===== config.mk =====
export PLATFORM = sky130hd
export DESIGN_NAME = timer_alarm_sched
export DESIGN_NICKNAME = d
export VERILOG_FILES = /design/src/rtl/timer_sched_pkg.sv /design/src/rtl/timer_rr_arbiter.sv /design/src/rtl/timer_alarm_sched.sv
export SDC_FILE = /design/constraint.sdc
export NUM_CORES = 1
export LEC_CHECK = 0
export BUFFER_PORTS_ARGS = -buffer_cell sky130_fd_sc_hd__buf_4
export CAP_MARGIN = 40
export CORE_MARGIN = 2
export CORE_UTILIZATION = 40
export CTS_BUF_LIST = sky130_fd_sc_hd__clkbuf_4 sky130_fd_sc_hd__clkbuf_8
export CTS_CLUSTER_DIAMETER = 60
export DETAILED_ROUTE_END_ITERATION = 16
export PLACE_DENSITY = 0.64
export SYNTH_ARGS = -nofsm -noshare
export SYNTH_HDL_FRONTEND = slang
export SYNTH_HIERARCHICAL = 1
export SYNTH_SLANG_ARGS = --single-unit

===== constraint.sdc =====
create_clock -name clk_clock -period 5.2 [get_ports clk_clock]
set_clock_uncertainty 0.1 [all_clocks]
set_input_delay 0.26 -clock clk_clock [delete_from_list [all_inputs] [get_ports clk_clock]]
set_output_delay 0.26 -clock clk_clock [all_outputs]
set_load 0.005 [all_outputs]

===== src/rtl/timer_sched_pkg.sv =====
// Shared types and constants for the timer alarm scheduler.
package timer_sched_pkg;

  localparam logic [1:0] OP_CANCEL   = 2'd0;
  localparam logic [1:0] OP_ONESHOT  = 2'd1;
  localparam logic [1:0] OP_PERIODIC = 2'd2;

  typedef enum logic [1:0] {
    CH_IDLE    = 2'd0,
    CH_ARMED   = 2'd1,
    CH_PENDING = 2'd2
  } ch_state_e;

  function automatic int unsigned ch_width(input int unsigned n);
    return (n > 1) ? $clog2(n) : 1;
  endfunction

endpackage


===== src/rtl/timer_rr_arbiter.sv =====
// Combinational round-robin arbiter: the search starts at the channel after ptr_i.
module timer_rr_arbiter
  import timer_sched_pkg::*;
#(
  parameter int unsigned  NUM_CH = 4,
  localparam int unsigned CH_W   = ch_width(NUM_CH)
) (
  input  logic [NUM_CH-1:0] req_i,
  input  logic [CH_W-1:0]   ptr_i,
  output logic [NUM_CH-1:0] gnt_o,
  output logic [CH_W-1:0]   idx_o,
  output logic              valid_o
);

  always_comb begin
    int unsigned     cand;
    logic [CH_W-1:0] sel;
    gnt_o   = '0;
    idx_o   = '0;
    valid_o = 1'b0;
    cand    = 0;
    sel     = '0;
    for (int unsigned k = 1; k <= NUM_CH; k++) begin
      cand = (32'(ptr_i) + k) % NUM_CH;
      sel  = CH_W'(cand);
      if (!valid_o && req_i[sel]) begin
        valid_o    = 1'b1;
        gnt_o[sel] = 1'b1;
        idx_o      = sel;
      end
    end
  end

endmodule


===== src/rtl/timer_alarm_sched.sv =====
// Multi-channel wrap-safe alarm scheduler with a round-robin valid/ready event stream.
// Optional build macro TIMER_SCHED_OVERRUN_EN adds sticky periodic-overrun detection.
module timer_alarm_sched
  import timer_sched_pkg::*;
#(
  parameter int unsigned  TIME_SIZE = 32,
  parameter int unsigned  NUM_CH    = 4,
  localparam int unsigned CH_W      = ch_width(NUM_CH)
) (
  input  logic                 clk_clock,
  input  logic                 rst,
  input  logic [TIME_SIZE-1:0] count_i,
  input  logic                 cfg_valid_i,
  output logic                 cfg_ready_o,
  input  logic [CH_W-1:0]      cfg_ch_i,
  input  logic [1:0]           cfg_op_i,
  input  logic [TIME_SIZE-1:0] cfg_delta_i,
  output logic                 evt_valid_o,
  input  logic                 evt_ready_i,
  output logic [CH_W-1:0]      evt_ch_o,
  output logic [TIME_SIZE-1:0] evt_time_o,
  output logic [NUM_CH-1:0]    armed_o,
  output logic [NUM_CH-1:0]    overrun_o
);

  ch_state_e            state_q    [NUM_CH];
  ch_state_e            state_d    [NUM_CH];
  logic [TIME_SIZE-1:0] deadline_q [NUM_CH];
  logic [TIME_SIZE-1:0] deadline_d [NUM_CH];
  logic [TIME_SIZE-1:0] period_q   [NUM_CH];
  logic [TIME_SIZE-1:0] period_d   [NUM_CH];
  logic [NUM_CH-1:0]    periodic_q, periodic_d;

  logic                 evt_valid_q, evt_valid_d;
  logic [CH_W-1:0]      evt_ch_q, evt_ch_d;
  logic [TIME_SIZE-1:0] evt_time_q, evt_time_d;
  logic [CH_W-1:0]      ptr_q, ptr_d;

  logic                 hs;
  logic                 cfg_fire;
  logic [TIME_SIZE-1:0] delta_eff;
  logic [NUM_CH-1:0]    req;
  logic [NUM_CH-1:0]    gnt;
  logic [CH_W-1:0]      gnt_idx;
  logic                 gnt_valid;

`ifdef TIMER_SCHED_OVERRUN_EN
  logic [NUM_CH-1:0]    overrun_q, overrun_d;
  assign overrun_o = overrun_q;
`else
  assign overrun_o = '0;
`endif

  // Reached when (now - dl) is non-negative in two's complement.
  function automatic logic reached(input logic [TIME_SIZE-1:0] now,
                                   input logic [TIME_SIZE-1:0] dl);
    logic [TIME_SIZE-1:0] diff;
    diff = now - dl;
    return ~diff[TIME_SIZE-1];
  endfunction

  assign hs          = evt_valid_q & evt_ready_i;
  assign cfg_ready_o = ~(cfg_valid_i & evt_valid_q & (cfg_ch_i == evt_ch_q) & ~evt_ready_i);
  assign cfg_fire    = cfg_valid_i & cfg_ready_o;
  assign delta_eff   = (cfg_delta_i == '0) ? TIME_SIZE'(1) : cfg_delta_i;

  // A channel being reconfigured this cycle must not be granted with stale state.
  always_comb begin
    for (int unsigned c = 0; c < NUM_CH; c++) begin
      req[c]     = (state_q[c] == CH_PENDING) && !(cfg_fire && (cfg_ch_i == CH_W'(c)));
      armed_o[c] = (state_q[c] != CH_IDLE);
    end
  end

  timer_rr_arbiter #(
    .NUM_CH (NUM_CH)
  ) u_arb (
    .req_i   (req),
    .ptr_i   (ptr_q),
    .gnt_o   (gnt),
    .idx_o   (gnt_idx),
    .valid_o (gnt_valid)
  );

  always_comb begin
    logic [TIME_SIZE-1:0] reload;
    reload     = '0;
    periodic_d = periodic_q;
`ifdef TIMER_SCHED_OVERRUN_EN
    overrun_d  = overrun_q;
`endif
    for (int unsigned c = 0; c < NUM_CH; c++) begin
      state_d[c]    = state_q[c];
      deadline_d[c] = deadline_q[c];
      period_d[c]   = period_q[c];
      if (cfg_fire && (cfg_ch_i == CH_W'(c))) begin
        case (cfg_op_i)
          OP_CANCEL: begin
            state_d[c] = CH_IDLE;
`ifdef TIMER_SCHED_OVERRUN_EN
            overrun_d[c] = 1'b0;
`endif
          end
          OP_ONESHOT, OP_PERIODIC: begin
            state_d[c]    = CH_ARMED;
            deadline_d[c] = count_i + delta_eff;
            period_d[c]   = delta_eff;
            periodic_d[c] = (cfg_op_i == OP_PERIODIC);
`ifdef TIMER_SCHED_OVERRUN_EN
            overrun_d[c] = 1'b0;
`endif
          end
          default: ;
        endcase
      end else if (hs && (evt_ch_q == CH_W'(c))) begin
        if (periodic_q[c]) begin
          reload        = deadline_q[c] + period_q[c];
          deadline_d[c] = reload;
          state_d[c]    = CH_ARMED;
`ifdef TIMER_SCHED_OVERRUN_EN
          if (reached(count_i, reload)) begin
            state_d[c]   = CH_PENDING;
            overrun_d[c] = 1'b1;
          end
`endif
        end else begin
          state_d[c] = CH_IDLE;
        end
      end else if ((state_q[c] == CH_ARMED) && reached(count_i, deadline_q[c])) begin
        state_d[c] = CH_PENDING;
      end
    end
  end

  // Presented event holds until handshake; a new grant waits for the following cycle.
  always_comb begin
    evt_valid_d = evt_valid_q;
    evt_ch_d    = evt_ch_q;
    evt_time_d  = evt_time_q;
    ptr_d       = ptr_q;
    if (hs) begin
      evt_valid_d = 1'b0;
      ptr_d       = evt_ch_q;
    end else if (!evt_valid_q && gnt_valid) begin
      evt_valid_d = 1'b1;
      evt_ch_d    = gnt_idx;
      evt_time_d  = '0;
      for (int unsigned c = 0; c < NUM_CH; c++) begin
        if (gnt[c]) evt_time_d = evt_time_d | deadline_q[c];
      end
    end
  end

  always_ff @(posedge clk_clock or negedge rst) begin
    if (!rst) begin
      for (int unsigned c = 0; c < NUM_CH; c++) begin
        state_q[c]    <= CH_IDLE;
        deadline_q[c] <= '0;
        period_q[c]   <= '0;
      end
      periodic_q  <= '0;
      evt_valid_q <= 1'b0;
      evt_ch_q    <= '0;
      evt_time_q  <= '0;
      ptr_q       <= '0;
`ifdef TIMER_SCHED_OVERRUN_EN
      overrun_q   <= '0;
`endif
    end else begin
      for (int unsigned c = 0; c < NUM_CH; c++) begin
        state_q[c]    <= state_d[c];
        deadline_q[c] <= deadline_d[c];
        period_q[c]   <= period_d[c];
      end
      periodic_q  <= periodic_d;
      evt_valid_q <= evt_valid_d;
      evt_ch_q    <= evt_ch_d;
      evt_time_q  <= evt_time_d;
      ptr_q       <= ptr_d;
`ifdef TIMER_SCHED_OVERRUN_EN
      overrun_q   <= overrun_d;
`endif
    end
  end

  assign evt_valid_o = evt_valid_q;
  assign evt_ch_o    = evt_ch_q;
  assign evt_time_o  = evt_time_q;

endmodule


# Word-level counts from Yosys, hierarchy flattened
# Cells that the tools add are included.
dict set report op_classes {
  n_reduce_logical 67
  mux 71
  n_div 0
  eq_ne 25
  n_addsub 13
  magnitude_cmp 8
  n_mul 0
  bitwise 18
  shift 0
}
# op n
set op_table {}
lappend op_table {{32-bit two-way mux} 24}
lappend op_table {{32-bit adder} 5}
lappend op_table {{32-bit subtractor} 4}
lappend op_table {{32-bit OR} 3}
lappend op_table {{32-bit zero test} 1}
lappend op_table {{2-bit two-way mux} 16}
lappend op_table {{2-bit nonzero test} 13}
lappend op_table {{1-bit logical AND} 24}
lappend op_table {{2-bit == test (second input constant)} 9}
lappend op_table {{1-bit two-way mux} 18}
lappend op_table {{2-bit AND reduction} 9}
lappend op_table {{4-bit two-way mux} 4}
lappend op_table {{2-bit by 1-bit == test with 1-bit output (second input constant)} 7}
lappend op_table {{2-bit by 3-bit less-than comparator with 1-bit output (second input constant)} 4}
lappend op_table {{3-bit by 1-bit inequality test with 1-bit output (second input constant)} 4}
lappend op_table {{4-bit OR} 3}
lappend op_table {{3-bit AND reduction} 4}
lappend op_table {{3-bit nonzero test} 4}
lappend op_table {{1-bit binary-select mux with 2-bit select} 4}
lappend op_table {{1-bit demux with 2-bit select} 4}
lappend op_table {{2-bit by 1-bit greater-or-equal comparator with 1-bit output (second input constant)} 4}
lappend op_table {{1-bit zero test} 8}
lappend op_table {{2-bit by 1-bit inequality test with 1-bit output (second input constant)} 4}
lappend op_table {{1-bit inverter} 7}
lappend op_table {{other kinds (7)} 15}
dict set report totals {
  ramBits 0
  wordCells 222
  regBits 305
  inputBits 72
  n_memories 0
  latch_bits 0
  rom_bits 0
  output_inout_bits 44
}

# Depth between registers and ports, before layout
# Gate-level depths: netlist of the first run.
dict set report depth {
  ltp_word 33
  mapped_depth 18
  mapped_depth_nobuf 17
}

# Cells and area by module
# The synthesis of the first run kept the hierarchy.
# module seq_area_each_um2 n_inst area_each_um2 cells_each
set modules_own_cells {}
lappend modules_own_cells {timer_alarm_sched 7632.3 1 23840.4 2771}
lappend modules_own_cells {timer_rr_arbiter 0.0 1 629.4 86}

# Worst setup path before layout of the first run
# No wires, ideal clock.
dict set report synth_timing {
  path_type {reg2reg}
  from {register evt_ch_q[1], in the netlist evt_ch_o[1]}
  to {register evt_time_q[26], in the netlist evt_time_o[26]}
  stages_incl_launch_ff 19
  required_ns 4.966
  setup_time_ns 0.134
  setup_slack_ns 1.167
  n_path_buf 6
  arrival_ns 3.799
  synth_period_minus_slack_ns 4.033
  path_cell_list {dfrtp_1 -> buf_2 -> xnor2_1 -> and2_1 -> a21boi_1 -> nand3_1 -> clkbuf_1 -> buf_1 -> and3_1 -> buf_2 -> mux4_2 -> buf_6 -> nand4_1 -> o31ai_1 -> a2111o_1 -> clkbuf_1 -> a22o_1 -> a221oi_1 -> o21ai_0}
}
dict set report synth_between {
  word_cells_on_any_way 57
  classes_between {eq/ne (1); mux (26); bitwise (10); reduce/logical (20)}
}
# element line
set synth_lines {}
lappend synth_lines {{start: declaration} timer_alarm_sched.sv:35} ;# logic [CH_W-1:0] evt_ch_q, evt_ch_d;
lappend synth_lines {{start signal: assignment} timer_alarm_sched.sv:177} ;# evt_ch_q <= evt_ch_d;
lappend synth_lines {{2-bit == test (*)} timer_alarm_sched.sv:63} ;# assign cfg_ready_o = ~(cfg_valid_i & evt_valid_q & (cfg_ch_i == evt_ch_q) & ~evt_ready_i);
lappend synth_lines {{1-bit bitwise AND (*) (2 in series)} timer_alarm_sched.sv:63}
lappend synth_lines {{1-bit inverter (*)} timer_alarm_sched.sv:63}
lappend synth_lines {{1-bit bitwise AND (*)} timer_alarm_sched.sv:64} ;# assign cfg_fire = cfg_valid_i & cfg_ready_o;
lappend synth_lines {{1-bit logical AND (*)} timer_alarm_sched.sv:70} ;# req[c] = (state_q[c] == CH_PENDING) && !(cfg_fire && (cfg_ch_i == CH_W'(c)));
lappend synth_lines {{1-bit zero test (*)} timer_alarm_sched.sv:70}
lappend synth_lines {{1-bit logical AND (*)} timer_alarm_sched.sv:70}
lappend synth_lines {{named net req[3]} timer_alarm_sched.sv:42} ;# logic [NUM_CH-1:0] req;
lappend synth_lines {{(+12 left out)} n/a}
lappend synth_lines {{named net gnt[1]} timer_alarm_sched.sv:43} ;# logic [NUM_CH-1:0] gnt;
lappend synth_lines {{(+1 left out)} n/a}
lappend synth_lines {{32-bit two-way mux (*)} timer_alarm_sched.sv:144} ;# end else if (!evt_valid_q && gnt_valid) begin
lappend synth_lines {{32-bit two-way mux (*)} timer_alarm_sched.sv:141} ;# if (hs) begin
lappend synth_lines {{32-bit OR} timer_alarm_sched.sv:149} ;# if (gnt[c]) evt_time_d = evt_time_d | deadline_q[c];
lappend synth_lines {{32-bit two-way mux (*)} timer_alarm_sched.sv:149}
lappend synth_lines {{32-bit two-way mux (*)} timer_alarm_sched.sv:144}
lappend synth_lines {{32-bit two-way mux (*)} timer_alarm_sched.sv:141}
lappend synth_lines {{32-bit OR} timer_alarm_sched.sv:149}
lappend synth_lines {{32-bit two-way mux (*)} timer_alarm_sched.sv:149}
lappend synth_lines {{end signal: assignment} timer_alarm_sched.sv:178} ;# evt_time_q <= evt_time_d;
lappend synth_lines {{end: declaration} timer_alarm_sched.sv:36} ;# logic [TIME_SIZE-1:0] evt_time_q, evt_time_d;
# The timed path passes the listed nets; every way through them passes the cells marked *. The select of a mux whose other input is x is not followed.
# A chain may end at the register's enable or synchronous reset.

# Worst setup path after layout of the first run
dict set report layout_timing {
  from {input cfg_delta_i[4]}
  to {register deadline_q[88] in the netlist's numbering}
}
dict set report layout_between {
  elab_chain_cells 5
}
# element line
set layout_rtl {}
lappend layout_rtl {{start: declaration} timer_alarm_sched.sv:17} ;# input logic [TIME_SIZE-1:0] cfg_delta_i,
lappend layout_rtl {{32-bit zero test} timer_alarm_sched.sv:65} ;# assign delta_eff = (cfg_delta_i == '0) ? TIME_SIZE'(1) : cfg_delta_i;
lappend layout_rtl {{32-bit two-way mux} timer_alarm_sched.sv:65}
lappend layout_rtl {{named net delta_eff[0]} timer_alarm_sched.sv:41} ;# logic [TIME_SIZE-1:0] delta_eff;
lappend layout_rtl {{32-bit adder} timer_alarm_sched.sv:106} ;# deadline_d[c] = count_i + delta_eff;
lappend layout_rtl {{32-bit two-way mux} timer_alarm_sched.sv:97} ;# case (cfg_op_i)
lappend layout_rtl {{32-bit two-way mux} timer_alarm_sched.sv:96} ;# if (cfg_fire && (cfg_ch_i == CH_W'(c))) begin
lappend layout_rtl {{end signal: indexed assignment} timer_alarm_sched.sv:172} ;# deadline_q[c] <= deadline_d[c];
lappend layout_rtl {{end: declaration} timer_alarm_sched.sv:28} ;# logic [TIME_SIZE-1:0] deadline_q [NUM_CH];
# The timed path passes the listed nets, and every way through them passes these cells. The select of a mux whose other input is x is not followed.

==> results of run 1 <==
==> logic make-up after synthesis <==
group           after synthesis
buf+inv                     326
xor+xnor                    129
simple gates                808
mux                          79
compound gates              919
other cells                   1
flops                       305
fa+ha+maj                   290
==> power by group through the flow <==
stage / Combinational [W] / Clock (W) / Sequential (W)
global route: 0.0132 / 0.00294 / 0.00456
CTS: 0.0119 / 0.00283 / 0.00444
global placement: 0.0115 / 0 / 0.00447
floorplan: 0.00825 / 0 / 0.00388
detailed placement: 0.0118 / 0 / 0.00448
finish: 0.0122 / 0.00280 / 0.00451
==> cell type report <==
cell class,instances,area [um2]
flip-flops and latches,305,7630
inverters,176,661
multi-input cells,2229,15600
clock inverters,20,214
repair buffers,224,1880
fillers,5862,32400
clock buffers,89,1120
well taps,782,978
==> registers in the layout, summed over array words and instances (netlist names) <==
name	flops
periodic_q	4
evt_time_o	32
evt_valid_o	1
deadline_q	128
period_q	128
state_q	8
evt_ch_o	2
ptr_q	2
==> per-layer routing <==
metal	part of all wire	vias up	track usage	routed length [um]
met1	0.43	11602	0.461	44600
met3	0.11	241	0.0725	11400
met2	0.42	1295	0.475	43500
met4	0.043	2	0.129	4470
met5	0.000087	-	0	9
li1	-	10643	-	-
==> layout by cell type (no fill, tap or decap), drive strengths merged, types with 70 or more instances in the layout <==
master  netlist  final
xnor2        83     83
clkbuf      116     89
a21oi       230    230
nor2        160    160
inv         176    178
a211oi       70     70
a21o        121    121
dfrtp       305    305
nand2       398    398
ha          285    285
buf          34    190
o21ai       170    170
==> metrics by stage <==
stage | utilization | setup WS (ns) | power [W] | instance area [um2]
after global placement | 0.435 | 0.276 | 0.0160 | 26300
final | 0.464 | 0.253 | 0.0195 | 28100
after CTS | 0.464 | 0.429 | 0.0191 | 28100
after global routing | 0.464 | 0.127 | 0.0207 | 28100
after detailed placement | 0.437 | 0.266 | 0.0163 | 26400
after floorplan | - | 1.17 | 0.0121 | 24500
==> final timing paths <==
check	start	cells past startpoint	to
max in group asynchronous	rst	3	period_q[58]
min in group clk_clock	cfg_op_i[1]	4	periodic_q[0]
max	cfg_delta_i[4]	22	deadline_q[88]
min	rst	2	period_q[101]
min reg2reg	period_q[98]	2	period_q[98]
max reg2reg	evt_valid_o	13	evt_time_o[18]
==> cells in the mapped netlist, types with 18 or more instances <==
master and number:
dfrtp_1 305, nand2_1 398, and3_1 27, clkbuf_1 116, nand3_1 38, inv_1 176, nand4_1 34, buf_2 18
or3_1 18, nor2b_1 20, o21bai_1 23, mux2_2 68, o21ai_0 145, xor2_1 45, a21o_1 121, nor3_1 22
nor2_1 160, a211oi_1 70, ha_1 285, o21a_1 29, nand2b_1 30, o21ai_1 23, xnor2_1 83, a31oi_1 43
a221oi_1 38, a22o_1 33, a22oi_1 25, a21oi_1 228
==> impl_metrics.yaml, run 1 <==
synth:
  synth_edf_count: 0
  synth-adder-area-share: 0.150
  ys_seq_elements: 305
  synth_async_sr_flop_share: 1.00
  ys_types: 90
  synth_top_family_by_area: "compound AO/OA/AOI/OAI gates"
  netlist_top_cells_area: "dfrtp_1, ha_1, nand2_1, a21oi_1, a21o_1"
  avgSynthCellArea_um2: 8.56
  synth_warnings: 6
  yosysTopAreaCell: "dfrtp_1"
  synth_xor_area_frac: 0.0465
  synthMuxAreaShare: 0.0369
  synth.cell_area_um2: 24500
  synth.top_cell.area_share: 0.312
  synthSimpleGateAreaFrac: 0.149
  yosysSeqAreaShare: 0.312
  synth-compound-area-share: 0.252
  synthFlopType: "dfrtp_1"
  synthCells: 2857
sta:
  max_slew_margin: 0.353
  finalSetupViolCount: 0
  rsz0062_at_grt: "no"
  setup-tns-final_ns: 0
  min_period_over_period: 0.951
  period_minus_slack_ns: 4.95
  hold_viol: 0
  fmax_mhz: 202
  drv_slew: 0
  hold_ws_ns: 0.0680
  tightest_slew_ns: 0.963
clock_network:
  cts_setup_buffers: 0
  clkTransAtPathRegs_ns: 0.06
  cts-buffers-inserted: 60
  cts_tree: "built"
  clock-sinks: 305
  htreeDepth: 2
  worstSkewPairLatency_ns: 0.71
  clock_path_buffers: 3
  cts.root.buffer_cell: "clkbuf_8"
  ctsHoldBuffers: 34
  ctsResizeCount: 0
setup_path:
  cp_slowest_cell: "dlygate4sd3_1"
  worst_path_most_repeated_cell: "buf_4"
  critPathRequiredTime_ns: 5.65
  criticalPathCategory: "primary input to flip-flop"
  worst-r2r-setup-slack_ns: 0.73
  cp_cell_sequence: "dlygate4sd3_1 -> buf_4 -> nor4_1 -> buf_4 -> nand4_1 -> nor2_1 -> nor2_1 -> inv_1 -> ha_1 -> fa_1 -> a21oi_1 -> nand4b_1 -> a31oi_2 -> o2111ai_1 -> o221ai_2 -> buf_4 -> a311oi_1 -> o21bai_1 -> xnor2_1 -> buf_4 -> o21ai_1 -> a2bb2oi_1"
  end_kind: "flip-flop"
  critical_path.max_stage_delay_ns: 0.53
  cpLargestDelayFamily: "compound AO/OA/AOI/OAI gates"
  cp_max_fo: 6
  start_kind: "primary input"
  critPathBufInv: 6
  crit_arrival_ns: 5.40
pwr:
  power_leakage_nw: 13.7
  seqPwrFrac: 0.232
  p_switching_w: 0.00962
  peakVddDrop_mv: 0.293
  power_density_nw_per_um2: 693
  power_frac_clock: 0.144
  p_int_w: 0.00984
  p_comb_frac: 0.625
  power.share.switching: 0.494
drt:
  vias_per_cell: 6.22
  drt-initial-drc-count: 2572
  vias: 23783
  drc: 0
  ant_nets: 0
  drt-pass1-iter-count: 8
  routed_wl_mm: 104
  routedWlPerCell_um: 27.2
place:
  routabilityCongestion: 1.05
  portBuffers: 111
  dp.cells: 3682
  place_hpwl_mm: 79.6
floorplan:
  die_y_um: 251
  rows: 90
  die_w_um: 251
  start_util: 0.405
  coreArea_um2: 60500
  die_area_um2: 63200
  io_pins: 116
min_path:
  holdCritPathClass: "primary input to async pin"
global_routing:
  first_global_vias: 22651
  grt_overflow: 0
  grt_max_degree: 128
  grt_pass1_wl_mm: 150
  track_usage: 0.324
  antenna_found_initial: 2
status:
  status: "finished clean"
flow_run:
  drv_cap: 0
final_layout:
  nets: 3358
  drive_above_1_share: 0.137
  areaGrowthSynthToFinish_pct: 14.7
  instances_no_fill: 3825
  n_antenna_cell: 0
No activity file was read; power rests on OpenSTA's default activity.
==> inputs of run 2 (changes only) <==
==> constraint.sdc (replaced) <==
create_clock -name clk_clock -period 5.2 [get_ports clk_clock]
set_clock_uncertainty 0.1 [all_clocks]
set_input_delay 0 -clock clk_clock [delete_from_list [all_inputs] [get_ports clk_clock]]
set_output_delay 0 -clock clk_clock [all_outputs]
set_load 0.005 [all_outputs]
==> impl_metrics.yaml, run 2 (synthesis gave the netlist of run 1 again) <==
status:
  status: "finished clean"
pwr:
  power_leakage_nw: 13.6
  peakVddDrop_mv: 0.273
  power_frac_clock: 0.139
  p_comb_frac: 0.625
  power_w: 0.0191
  power_density_nw_per_um2: 681
  power.share.switching: 0.496
  p_switching_w: 0.00945
  seqPwrFrac: 0.236
  p_int_w: 0.00961
final_layout:
  layout_common_cells: "nand2_1, dfrtp_1, ha_1"
  areaGrowthSynthToFinish_pct: 14.5
  n_antenna_cell: 0
  nets: 3353
  final_common_cell: "nand2_1"
  drive_above_1_share: 0.127
  fin_area_um2: 28000
sta:
  fmax_mhz: 206
  setup_ws_ns: 0.352
  hold_viol: 0
  period_minus_slack_ns: 4.85
  min_period_over_period: 0.932
  drv_slew: 0
  rsz0062_at_grt: "no"
  hold_ws_ns: 0.0186
  setup-tns-final_ns: 0
  max_slew_margin: 0.394
  tightest_slew_ns: 0.910
  finalSetupViolCount: 0
floorplan:
  rows: 90
  start_util: 0.405
  coreArea_um2: 60500
  die_y_um: 251
  die_w_um: 251
  die_area_um2: 63200
  io_pins: 116
setup_path:
  crit_start: "cfg_delta_i[4]"
  crit_arrival_ns: 5.28
  cp_max_fo: 6
  start_kind: "primary input"
  r2r-start: "evt_valid_o"
  criticalPathCategory: "primary input to flip-flop"
  end_kind: "flip-flop"
  critPathRequiredTime_ns: 5.63
global_routing:
  track_usage: 0.318
  first_global_vias: 23270
  grt_max_degree: 108
  grt_pass1_wl_mm: 150
  grt_overflow: 0
  antenna_found_initial: 2
drt:
  vias: 24055
  drt-pass1-iter-count: 5
  drt-initial-drc-count: 2827
  drc: 0
  ant_nets: 0
  routedWlPerCell_um: 26.7
  vias_per_cell: 6.31
  routed_wl_mm: 102
place:
  place_hpwl_mm: 76.3
  portBuffers: 111
  dpl_cell_area_um2: 26200
  routabilityCongestion: 1.03
  post-place-ws_ns: 0.457
clock_network:
  htreeDepth: 2
  clock_path_buffers: 3
  cts.root.buffer_cell: "clkbuf_8"
  worstSkewPairLatency_ns: 0.70
  cts_tree: "built"
  cts-buffers-inserted: 57
  clkTransAtPathRegs_ns: 0.06
  cts_setup_buffers: 0
  clock-sinks: 305
min_path:
  worstHoldStart: "cfg_delta_i[19]"
  holdCritPathClass: "primary input to flip-flop"
flow_run:
  drv_cap: 0
==> run 2: final cells by class <==
class	count	area, um2
Clock buffer	88	1110
Clock inverter	13	148
Fill cell	5759	32500
Inverter	176	661
Multi-Input combinational cell	2229	15600
Sequential cell	305	7630
Tap cell	782	978
Timing Repair Buffer	222	1900
==> run 2: path summary, 6_finish.rpt <==
kind	slack [ns]	to	depth (start not counted)
max	0.35	deadline_q[56]	20
min	0.02	period_q[115]	4
max reg2reg	0.78	evt_time_o[25]	13
min reg2reg	0.38	period_q[98]	2
max in group asynchronous	3.87	period_q[120]	4
min in group asynchronous	0.42	period_q[103]	4
==> run 2: metal layers <==
| metal | vias up | track usage | share of wire |
|---|---|---|---|
| met5 | - | 0 | 0.00016 |
| met4 | 2 | 0.126 | 0.045 |
| met3 | 268 | 0.0815 | 0.11 |
| met2 | 1411 | 0.469 | 0.42 |
| met1 | 11743 | 0.443 | 0.42 |
| li1 | 10631 | - | - |
==> run 2: power groups by stage <==
| stage | Sequential (W) | Combinational (W) | Clock (W) |
|---|---|---|---|
| global route | 0.00456 | 0.0129 | 0.00278 |
| global placement | 0.00443 | 0.0112 | 0 |
| detailed placement | 0.00446 | 0.0115 | 0 |
| floorplan | 0.00388 | 0.00825 | 0 |
| CTS | 0.00442 | 0.0116 | 0.00268 |
| finish | 0.00450 | 0.0119 | 0.00266 |
==> run 2: critical path: stages <==
cell           delay (ns)
dlygate4sd3_1        0.55
buf_4                0.18
nor4_1               0.10
nand4_1              0.29
nor2_1               0.07
nor2_1               0.36
inv_1                0.10
ha_1                 0.28
fa_1                 0.43
a21oi_1              0.21
nand4b_1             0.19
a31oi_2              0.15
o2111ai_1            0.50
o221ai_2             0.20
buf_4                0.21
a311oi_1             0.32
o21bai_1             0.12
xnor2_1              0.64
o21ai_0              0.20
a2bb2oi_1            0.18
==> run 2: through the flow <==
step,utilization,instances
floorplan,-,2860
global placement,0.431,3651
detailed placement,0.433,3657
CTS,0.463,3814
global route,0.463,3815
finish,0.463,3815
==> run 2: timing repair <==
| action | CTS | global route |
|---|---|---|
| endpoints found under the hold margin | 271 | 0 |
| gates resized for setup | 0 | 0 |
| hold buffers | 56 | 0 |
